### src/rtl/mem_branch_resolver.sv
// MEM-stage control-transfer resolver: registered PC redirect, fixed-length
// flush of the younger pipeline registers, and saturating branch statistics.
module mem_branch_resolver #(
    parameter int unsigned XLEN         = 32,
    parameter int unsigned FLUSH_CYCLES = 2,
    parameter int unsigned CNT_W        = 16
) (
    input  logic             clk,
    input  logic             rst_n,
    input  logic             mem_valid,
    input  logic             stall,
    input  logic             Jump,
    input  logic             Branch,
    input  logic             InverseBranch,
    input  logic             Zero,
    input  logic [XLEN-1:0]  jump_target,
    input  logic             cnt_clear,
    output logic             pc_redirect_valid,
    output logic [XLEN-1:0]  pc_redirect_target,
    output logic             flush_if_id,
    output logic             flush_id_ex,
    output logic             busy,
    output logic [CNT_W-1:0] branch_count,
    output logic [CNT_W-1:0] taken_count
);

    localparam int unsigned FcW = $clog2(FLUSH_CYCLES + 1);

    typedef enum logic [1:0] {
        StIdle,
        StRedirect,
        StFlush
    } state_e;

    state_e           state_q, state_d;
    logic [FcW-1:0]   cnt_q, cnt_d;
    logic [XLEN-1:0]  target_q, target_d;
    logic [CNT_W-1:0] branch_q, branch_d;
    logic [CNT_W-1:0] taken_q, taken_d;
    logic             accept;
    logic             taken;

    always_comb begin
        accept   = mem_valid & ~stall & (state_q == StIdle);
        // Jump wins over Branch, so the condition only matters for a pure branch.
        taken    = Jump | (Branch & (Zero ^ InverseBranch));
        state_d  = state_q;
        cnt_d    = cnt_q;
        target_d = target_q;
        branch_d = branch_q;
        taken_d  = taken_q;

        unique case (state_q)
            StIdle: begin
                if (accept && taken) begin
                    target_d = {jump_target[XLEN-1:1], 1'b0};
                    state_d  = StRedirect;
                end
            end
            StRedirect: begin
                if (!stall) begin
                    if (FLUSH_CYCLES == 1) begin
                        state_d = StIdle;
                    end else begin
                        cnt_d   = FcW'(FLUSH_CYCLES - 1);
                        state_d = StFlush;
                    end
                end
            end
            StFlush: begin
                if (!stall) begin
                    cnt_d = cnt_q - FcW'(1);
                    if (cnt_q == FcW'(1)) begin
                        state_d = StIdle;
                    end
                end
            end
            default: state_d = StIdle;
        endcase

        if (cnt_clear) begin
            branch_d = '0;
            taken_d  = '0;
        end else if (accept) begin
            if (Branch && !Jump && !(&branch_q)) begin
                branch_d = branch_q + CNT_W'(1);
            end
            if (taken && !(&taken_q)) begin
                taken_d = taken_q + CNT_W'(1);
            end
        end
    end

    always_ff @(posedge clk or negedge rst_n) begin
        if (!rst_n) begin
            state_q  <= StIdle;
            cnt_q    <= '0;
            target_q <= '0;
            branch_q <= '0;
            taken_q  <= '0;
        end else begin
            state_q  <= state_d;
            cnt_q    <= cnt_d;
            target_q <= target_d;
            branch_q <= branch_d;
            taken_q  <= taken_d;
        end
    end

    // All outputs come straight from registers.
    assign pc_redirect_valid  = (state_q == StRedirect);
    assign pc_redirect_target = target_q;
    assign flush_if_id        = (state_q != StIdle);
    assign flush_id_ex        = (state_q != StIdle);
    assign busy               = (state_q != StIdle);
    assign branch_count       = branch_q;
    assign taken_count        = taken_q;

endmodule

### config.mk
export PLATFORM = sky130hd
export DESIGN_NAME = mem_branch_resolver
export DESIGN_NICKNAME = d
export VERILOG_FILES = /design/src/rtl/mem_branch_resolver.sv
export SDC_FILE = /design/constraint.sdc
export NUM_CORES = 1
export LEC_CHECK = 0
export CORE_MARGIN = 5
export CORE_UTILIZATION = 42
export DETAILED_ROUTE_END_ITERATION = 7
export MAX_ROUTING_LAYER = met4
export PLACE_DENSITY = 0.8
export SYNTH_ARGS = -nofsm -noshare
export SYNTH_HDL_FRONTEND = slang
export SYNTH_SLANG_ARGS = --single-unit
export TNS_END_PERCENT = 1
### constraint.sdc
create_clock -name clk -period 2.1 [get_ports clk]
set_input_delay 0.525 -clock clk [delete_from_list [all_inputs] [get_ports clk]]
set_output_delay 0.525 -clock clk [all_outputs]
set_load 0.1 [all_outputs]
==> results.json <==
{
  "yosys_warnings": 0,
  "finalSetupViolCount": 0,
  "synth_top_area_share_pct": 50.8,
  "clk_latency_ps": 330,
  "rsz0062_at_grt": "true",
  "min_period_over_period_pct": 98.2,
  "start_kind": "register",
  "regArea_mm2": 0.00172,
  "maxSlewViolCount": 0,
  "crit_chain": "or4b_4 -> or3_4 -> or4_4 -> a21oi_2",
  "placed_area_mm2": 0.00482,
  "vias": 2939,
  "synth_compound_area_share_pct": 10.3,
  "yosysTopAreaCell": "dfrtp_1",
  "synth_area_per_cell_um2": 10.9,
  "yosysUniqueCellTypes": 43,
  "min_path_type": "input port to async pin",
  "met2_usage_pct": 29.4,
  "outcome": "finished, final reports clean",
  "utilization_pct": 66.6,
  "grt_pass1_wl_um": 14500,
  "layout-drive-gt1-share_pct": 46.0,
  "synthSimpleGateAreaFrac_pct": 19.7,
  "grt_usage_pct": 18.8,
  "cpMaxStageDelayCell": "or4b_4",
  "cts.clk_slew.worst_paths_ps": 80,
  "cp.arrival_ps": 2330,
  "endpoint_kind": "register",
  "io_pins": 109,
  "cts.path.max_buffers": 2,
  "finalPower_w": 0.00694,
  "path_class": "register to register",
  "fin_crit_ps": 2060,
  "grt.overflow.total": 0,
  "syn2layout_area_growth_pct": 55.0,
  "yosysMostFrequentCell": "dfrtp_1",
  "firstDrtPassIters": 6,
  "htree_num_levels": 3,
  "skew_ps": 10.8,
  "grt_pass1_vias": 3080,
  "syn_nets": 348,
  "synth_xor_area_share_pct": 0.265,
  "power_density_mw_per_mm2": 1360,
  "fp.dieW_um": 98.7,
  "finalHoldViolCount": 0,
  "viasPerCell": 5.45,
  "synth.mux.area_fraction_pct": 14.2,
  "cap_violations": 0,
  "async_flop_share_pct": 100,
  "synth_edf_count": 0,
  "dp_hpwl_um": 6400,
  "dp_slack_ps": -698,
  "max_freq_mhz": 485,
  "irDropWorstVdd_uv": 1640,
  "place_congestion": 0.795,
  "synth_common_cells": "dfrtp_1, mux2_2, a21oi_1, nand2_1, nor2_1",
  "cts.sinks": 67,
  "drc_errors": 0,
  "grt_max_degree": 68,
  "syn_inst": 304,
  "die_y_um": 98.7,
  "required_ps": 2370,
  "ys_ff_latch": 67,
  "cts_root_buffer": "clkbuf_8",
  "drtIter0Drc": 124,
  "use_met1_pct": 23.9,
  "met3_usage_pct": 5.31,
  "synthFlopType": "dfrtp_1",
  "worstMarginPinSlew_ps": 663,
  "cts_buffers": 9,
  "synth-adder-area-share_pct": 1.14,
  "cts_tree": "yes",
  "io_buffers": 106,
  "fillerInstances": 596,
  "rows": 32,
  "cpPeakStageDelay_ps": 560,
  "finalWorstSetupSlack_ps": 37.5,
  "wirelength_um": 8930,
  "yosysSeqAreaShare_pct": 50.8,
  "start_util_pct": 43.0,
  "core_area_mm2": 0.00769,
  "stdcell_area_mm2": 0.00512,
  "tns_ps": 0,
  "holdBufCountCts": 0,
  "syn-cell-area_mm2": 0.00330,
  "synth_top_cells_by_area": "dfrtp_1, mux2_2, a21oi_1, or4_1, o31ai_1",
  "wl_per_cell_um": 16.6,
  "power.leakage_nw": 2.06,
  "num_antenna_cells": 0,
  "multi_input_area_mm2": 0.00161,
  "finalNetCount": 476,
  "top_usage_layer": "met2",
  "die_area_mm2": 0.00974,
  "synth_top_family_by_area": "simple AND/OR/NAND/NOR gates",
  "timing.slew.headroom_pct": 55.4,
  "antenna_left": 0,
  "cp_max_fo": 7,
  "grt_antenna_before_repair": 0
}
==> cell type report <==
class | count | area share [%]
sequential | 67 | 33.5
clock inverter | 6 | 1.25
clock buffer | 10 | 2.69
timing repair buffer | 133 | 27.9
multi-input combinational | 211 | 31.4
inverter | 10 | 0.733
tap | 102 | 2.49
==> worst max-delay path: cells and delay by family, from the launching register on <==
family,cells,cell delay (ps)
and+or+nand+nor,3,1490
DFF,1,390
AOI/OAI and AO/OA,1,120
==> per-layer routing <==
layer / wire length, um / share of wire [%]
met2: 4290 / 48
met3: 596 / 6.7
met1: 3940 / 44
met5: 0 / 0
met4: 89 / 1.0
==> per-stage QoR <==
step	instances	hold WS (ps)
2_1_floorplan	304	229
3_5_place_dp	522	497
3_3_place_gp	522	492
6_report	539	190
5_1_grt	539	232
4_1_cts	539	216
==> cell usage in the layout (no fill, tap or decap), types with 8 or more instances in the layout <==
cell type	netlist	final
o31ai_1	12	12
nor4_2	1	8
buf_12	0	27
nor2_1	17	17
nand4_1	10	10
nor2b_1	11	10
dfrtp_2	0	27
or4_1	13	11
nand2_1	18	18
a21oi_1	21	19
dfrtp_1	67	38
clkdlybuf4s50_1	0	36
inv_1	10	10
nand3_1	9	9
clkbuf_8	0	10
mux2_2	40	39
buf_4	3	67
==> sequential cells by signal, indices dropped and copies added (netlist names) <==
signal              flops
taken_count            16
branch_count           16
cnt_q                   2
state_q                 2
pc_redirect_target     31
==> worst paths after layout <==
path / startpoint / slack [ps] / to / cells after the start
worst min register to register: pc_redirect_target[22]$_DFFE_PN0P_ / 510 / pc_redirect_target[22]$_DFFE_PN0P_ / 1
min in group clk: pc_redirect_target[22]$_DFFE_PN0P_ / 510 / pc_redirect_target[22]$_DFFE_PN0P_ / 1
worst max-delay path: state_q[1]$_DFFE_PN0P_ / 40 / branch_count[4]$_DFFE_PN0P_ / 4
max in group asynchronous: rst_n / 1570 / branch_count[0]$_DFFE_PN0P_ / 2
worst min-delay path: rst_n / 190 / pc_redirect_target[10]$_DFFE_PN0P_ / 2
worst max register to register: state_q[1]$_DFFE_PN0P_ / 40 / branch_count[4]$_DFFE_PN0P_ / 4
==> timing repair <==
item	CTS	global route
pin swaps	7	3
gates resized for setup	12	8
setup endpoints to repair	56	18
buffers inserted	1	0
==> logic make-up after synthesis <==
family,after synthesis
AND/OR/NAND/NOR,112
flip-flops,67
AO/OA/AOI/OAI,52
multiplexers,42
buffers and inverters,26
adder cells (fa/ha/maj),3
other,1
XOR/XNOR,1
==> power by group <==
part	switching, W	internal (W)
combinational	0.00305	0.000969
clock	0.000518	0.000581
sequential	0.000192	0.00163
Note: power is estimated with default switching activity, not from simulation.
